[config.mk]
export PLATFORM = sky130hd
export DESIGN_NAME = weight_loader
export DESIGN_NICKNAME = d
export VERILOG_FILES = /design/src/rtl/weight_loader.sv
export SDC_FILE = /design/constraint.sdc
export NUM_CORES = 1
export LEC_CHECK = 0
export BUFFER_PORTS_ARGS = -buffer_cell sky130_fd_sc_hd__buf_4
export CORE_MARGIN = 5
export CORE_UTILIZATION = 58
export DETAILED_ROUTE_END_ITERATION = 12
export MAX_ROUTING_LAYER = met4
export PLACE_DENSITY = 0.84
export SLEW_MARGIN = 20
export SYNTH_ARGS = -nofsm -noshare
export SYNTH_HDL_FRONTEND = slang
export SYNTH_SLANG_ARGS = --single-unit
[constraint.sdc]
create_clock -name clk -period 3.2 [get_ports clk]
set_clock_uncertainty 0.05 [all_clocks]
set_input_delay 0 -clock clk [delete_from_list [all_inputs] [get_ports clk]]
set_output_delay 0 -clock clk [all_outputs]
set_load 0.005 [all_outputs]
[src/rtl/weight_loader.sv]
// Weight loader: collects a stream of data_size-bit weight words into rows of
// `size` words. Each complete row goes out on a one-cycle write strobe to the
// weight storage. One load covers size*layer_size rows, in layer-major order.
module weight_loader #(
  parameter int data_size  = 16,
  parameter int size       = 3,
  parameter int layer_size = 5
) (
  input  logic                        clk,
  input  logic                        rst_n,
  input  logic                        start,
  input  logic [data_size-1:0]        in_data,
  input  logic                        in_valid,
  output logic                        in_ready,
  output logic [31:0]                 write_layer_index,
  output logic [31:0]                 write_row_index,
  output logic [data_size*size-1:0]   write_data,
  output logic                        is_write,
  output logic                        busy,
  output logic                        done
);

  localparam int          row_w      = data_size * size;
  localparam logic [31:0] last_word  = 32'(size - 1);
  localparam logic [31:0] last_row   = 32'(size - 1);
  localparam logic [31:0] last_layer = 32'(layer_size - 1);

  typedef enum logic [1:0] {
    ST_IDLE,
    ST_COLLECT,
    ST_WRITE,
    ST_DONE
  } state_e;

  state_e             state_q;
  logic [31:0]        word_cnt_q;
  logic [31:0]        row_cnt_q;
  logic [31:0]        layer_cnt_q;
  logic [row_w-1:0]   row_q;
  logic [row_w-1:0]   row_d;
  logic [row_w-1:0]   write_data_q;
  logic [31:0]        write_row_index_q;
  logic [31:0]        write_layer_index_q;
  logic               in_ready_q;
  logic               is_write_q;
  logic               busy_q;
  logic               done_q;
  logic               accept;

  // A word is consumed only on a valid/ready handshake. The ready register
  // is high only in COLLECT.
  assign accept = in_valid && in_ready_q;

  // Place an accepted word into its column slot. Word 0 lands in the MSB slot.
  always_comb begin
    // NOTE: default the whole vector first so every path assigns it and no latch is inferred.
    row_d = row_q;
    for (int c = 0; c < size; c++) begin
      if (accept && (word_cnt_q == 32'(c))) begin
        row_d[(size - c) * data_size - 1 -: data_size] = in_data;
      end
    end
  end

  // Load sequencer: state, counters, row buffer and all registered outputs.
  always_ff @(posedge clk or negedge rst_n) begin
    // NOTE: the row buffer is only `size` words of flops, not a RAM. Resetting it keeps
    // write_data at a defined zero after a reset.
    if (!rst_n) begin
      state_q             <= ST_IDLE;
      word_cnt_q          <= '0;
      row_cnt_q           <= '0;
      layer_cnt_q         <= '0;
      row_q               <= '0;
      write_data_q        <= '0;
      write_row_index_q   <= '0;
      write_layer_index_q <= '0;
      in_ready_q          <= 1'b0;
      is_write_q          <= 1'b0;
      busy_q              <= 1'b0;
      done_q              <= 1'b0;
    end else begin
      // NOTE: non-blocking assignments so that every register here sees the pre-edge values.
      is_write_q <= 1'b0;
      done_q     <= 1'b0;
      case (state_q)
        ST_IDLE: begin
          if (start) begin
            word_cnt_q  <= '0;
            row_cnt_q   <= '0;
            layer_cnt_q <= '0;
            state_q     <= ST_COLLECT;
            in_ready_q  <= 1'b1;
            busy_q      <= 1'b1;
          end
        end
        ST_COLLECT: begin
          if (accept) begin
            row_q <= row_d;
            if (word_cnt_q == last_word) begin
              // The row is complete. Present it together with its indices for
              // exactly the one WRITE cycle.
              word_cnt_q          <= '0;
              state_q             <= ST_WRITE;
              in_ready_q          <= 1'b0;
              is_write_q          <= 1'b1;
              write_data_q        <= row_d;
              write_row_index_q   <= row_cnt_q;
              write_layer_index_q <= layer_cnt_q;
            end else begin
              word_cnt_q <= word_cnt_q + 32'd1;
            end
          end
        end
        ST_WRITE: begin
          if (row_cnt_q != last_row) begin
            row_cnt_q  <= row_cnt_q + 32'd1;
            state_q    <= ST_COLLECT;
            in_ready_q <= 1'b1;
          end else if (layer_cnt_q != last_layer) begin
            row_cnt_q   <= '0;
            layer_cnt_q <= layer_cnt_q + 32'd1;
            state_q     <= ST_COLLECT;
            in_ready_q  <= 1'b1;
          end else begin
            state_q <= ST_DONE;
            done_q  <= 1'b1;
          end
        end
        ST_DONE: begin
          state_q <= ST_IDLE;
          busy_q  <= 1'b0;
        end
        default: begin
          state_q    <= ST_IDLE;
          in_ready_q <= 1'b0;
          busy_q     <= 1'b0;
        end
      endcase
    end
  end

  assign in_ready          = in_ready_q;
  assign is_write          = is_write_q;
  assign busy              = busy_q;
  assign done              = done_q;
  assign write_data        = write_data_q;
  assign write_row_index   = write_row_index_q;
  assign write_layer_index = write_layer_index_q;

endmodule
==> impl_metrics.ini <==
[status]
outcome = finished, violations left
violations = negative hold slack

[power_and_ir_drop]
power_density_nw_per_um2 = 740
internal-power_mw = 6.88
power_switching_mw = 3.14
combPwrFrac_pct = 28.1
p_sw_share_pct = 31.4
p_seq_share_pct = 42.7
ir_worst_vdd_uv = 633
power_frac_clock_pct = 29.2
p_leak_nw = 6.54

[placed_design]
port_buffers = 135
pre_cts_ws_ns = 0.289
placed_cells = 1520
hpwl_um = 17800
routabilityCongestion = 0.919

[cells_and_area]
fillers = 1321
layout_common_cells = nand2_1 (290), dfrtp_1 (246), buf_4 (154)
utilization_pct = 71.9
drive_above_1_share_pct = 18.6
final_nets = 1333
seq_area_um2 = 6160
fin_cells = 1582
final_common_cell = nand2_1
synthToLayoutAreaGrowth_pct = 21.1
multiInputGateArea_um2 = 4770
diodes = 0

[clocking]
htree_num_levels = 1
numClockSinks = 246
clk_latency_ns = 0.53
cts_tree = built
cts_root_buffer = clkbuf_16
cts.path.max_buffers = 3
numCtsBuffers = 25
postCtsSetupRepairBufs = 0
clkTransAtPathRegs_ns = 0.06
cts_resized = 0

[synthesis]
synth_top_area_cell = dfrtp_1
synth-simple-area-share_pct = 24.7
synth_top_family_by_area = simple AND/OR/NAND/NOR gates
synth-compound-area-share_pct = 5.64
yosys.area_share.xor_xnor_pct = 4.93
synth.distinct_cells = 51
synth-seq-area-share_pct = 55.0
synth-adder-area-share_pct = 0.895
postSynthCellCount = 1164
ys_ff_latch = 246
synth-edff-count = 0
synthesis.nets = 1192
synth-async-reset-ratio_pct = 100
synthFlopType = dfrtp_1
synth_area_leaders = dfrtp_1 (55%), nand2_1 (9.7%), nor2_1 (4.1%), mux2_2 (3.3%), mux2i_1 (3.0%)
synth_top_area_share_pct = 55.0
synth_warnings = 0
syn_avg_cell_area_um2 = 9.61
synthMuxAreaShare_pct = 6.28
synthesis.area_um2 = 11200

[setup_path]
cp.depth = 9
path_class = register to register
critPathBufInv = 2
cp_slowest_stage_delay_ns = 0.52
crit_slowest_cell = or4_1
critPathLaunchType = register
reg2reg_depth = 9
r2r_start = row_cnt_q[0]$_DFFE_PN0P_
worstPathMaxFanout = 14
path_cells = inv_1 > ha_1 > nor4b_2 > nand4_1 > o31a_1 > buf_4 > or3_1 > or4_1 > nand2_1
startpoint = row_cnt_q[0]$_DFFE_PN0P_
r2r_slack_ns = 0.23
critPathTopFamily = simple AND/OR/NAND/NOR gates
worstPathArrival_ns = 3.39
cp.required_ns = 3.62
crit_path_end_kind = register

[sta]
setup_viol = 0
final_hold_viol_count = 5
drv_slew = 0
finalSetupTns_ns = 0
clock.fmax_mhz = 336
max_slew_margin_pct = 48.7
whs_ns = -0.0134
min_period_over_period_pct = 93.0
finalWorstSetupSlack_ns = 0.226
worst_pin_slew_ns = 0.770
rsz0062_at_grt = no
fin_crit_ns = 2.97

[floorplan]
die_w_um = 149
core_um2 = 18800
placementRows = 50
fp.dieArea_um2 = 22200
die_h_um = 149
initial_utilization_pct = 59.4
io_pins = 136

[routing]
wl_um = 27000
vias = 9050
ant_nets = 0
drt_first_pass_iters = 5
drtIter0Drc = 657
viasPerCell = 5.72
drcViolationCount = 0
wl_per_cell_um = 17.1

[grt]
overflow = 0
grt_max_degree = 84
grt.total_usage_pct = 25.3
antenna_found_initial = 0
grt_pass1_wl_um = 45200
grt_pass1_vias = 9207

[job]
cap_viol_max_count = 0

[worst_hold_path]
hp-class = input port to async pin
-- power groups by stage --
stage / Combinational (mW) / Sequential, mW / Clock, mW
floorplan: 1.53 / 4.23 / 0
global placement: 2.69 / 4.26 / 0
detailed placement: 2.78 / 4.30 / 0
CTS: 2.82 / 4.26 / 2.97
global route: 3.12 / 4.36 / 3.12
finish: 2.81 / 4.28 / 2.93
-- worst register-to-register path: stages (launching register included) --
cell and delay, ns:
dfrtp_1 0.43, inv_1 0.11, ha_1 0.15, nor4b_2 0.20
nand4_1 0.19, o31a_1 0.43, buf_4 0.25, or3_1 0.49
or4_1 0.52, nand2_1 0.09
-- final timing paths --
check / endpoint
hold / removal: row_cnt_q[21]$_DFFE_PN0P_
max in group asynchronous: write_layer_index[19]$_DFFE_PN0P_
min in group clk: is_write$_DFF_PN0_
setup reg to reg: layer_cnt_q[31]$_DFFE_PN0P_
hold reg to reg: write_layer_index[22]$_DFFE_PN0P_
setup / recovery: layer_cnt_q[31]$_DFFE_PN0P_
-- metal layers --
metal / vias to the layer above / track usage, % / share of wire (%)
met2: 265 / 41.7 / 50
met4: 0 / 8.83 / 3.1
met1: 4475 / 31.7 / 41
met5: - / - / 0
met3: 64 / 4.65 / 5.6
li1: 4246 / - / -
-- cell families (layout without fill, tap and decap cells) --
| family | Yosys count | in the layout |
|---|---|---|
| AOI/OAI and AO/OA | 102 | 102 |
| xor gates and xnor gates | 63 | 63 |
| adders and majority gates | 8 | 8 |
| buffers and inverters | 74 | 232 |
| DFF | 246 | 246 |
| muxes | 66 | 66 |
| and+or+nand+nor | 605 | 605 |
-- final cells by class --
| type | count | share of cell area, % |
|---|---|---|
| repair buffers | 176 | 10.4 |
| flip-flops and latches | 246 | 45.5 |
| well taps | 260 | 2.40 |
| inverters | 12 | 0.333 |
| multi-input cells | 844 | 35.2 |
| clock inverters | 7 | 0.554 |
| clock buffers | 37 | 5.62 |
-- flip-flops by register name, summed over array words and instances, names as in the netlist --
name	flops
done	1
word_cnt_q	32
state_q	2
write_data	48
layer_cnt_q	32
busy	1
write_row_index	32
row_q	32
is_write	1
row_cnt_q	32
write_layer_index	32
in_ready	1
-- synthesized netlist by cell type (13+ instances only) --
| master | n |
|---|---|
| a21oi_1 | 44 |
| and3_1 | 21 |
| clkbuf_1 | 50 |
| dfrtp_1 | 246 |
| mux2_2 | 33 |
| mux2i_1 | 33 |
| nand2_1 | 290 |
| nand3_1 | 43 |
| nand4_1 | 23 |
| nor2_1 | 123 |
| nor3_1 | 18 |
| nor4_1 | 33 |
| o21ai_0 | 18 |
| or4_1 | 13 |
| xnor2_1 | 28 |
| xor2_1 | 35 |
-- timing repair --
action / in CTS / in global routing
endpoints found under the setup margin: 0 / 0
hold endpoints to repair: 242 / 0
hold buffers: 18 / 0
-- through the flow --
stage / cell area (um^2) / total power [mW]
after CTS: 13500 / 10.1
after global placement: 12500 / 6.95
after global routing: 13500 / 10.6
after floorplan: 11200 / 5.76
final: 13500 / 10.0
after detailed placement: 12500 / 7.08
No activity file was read; power rests on OpenSTA's default activity.
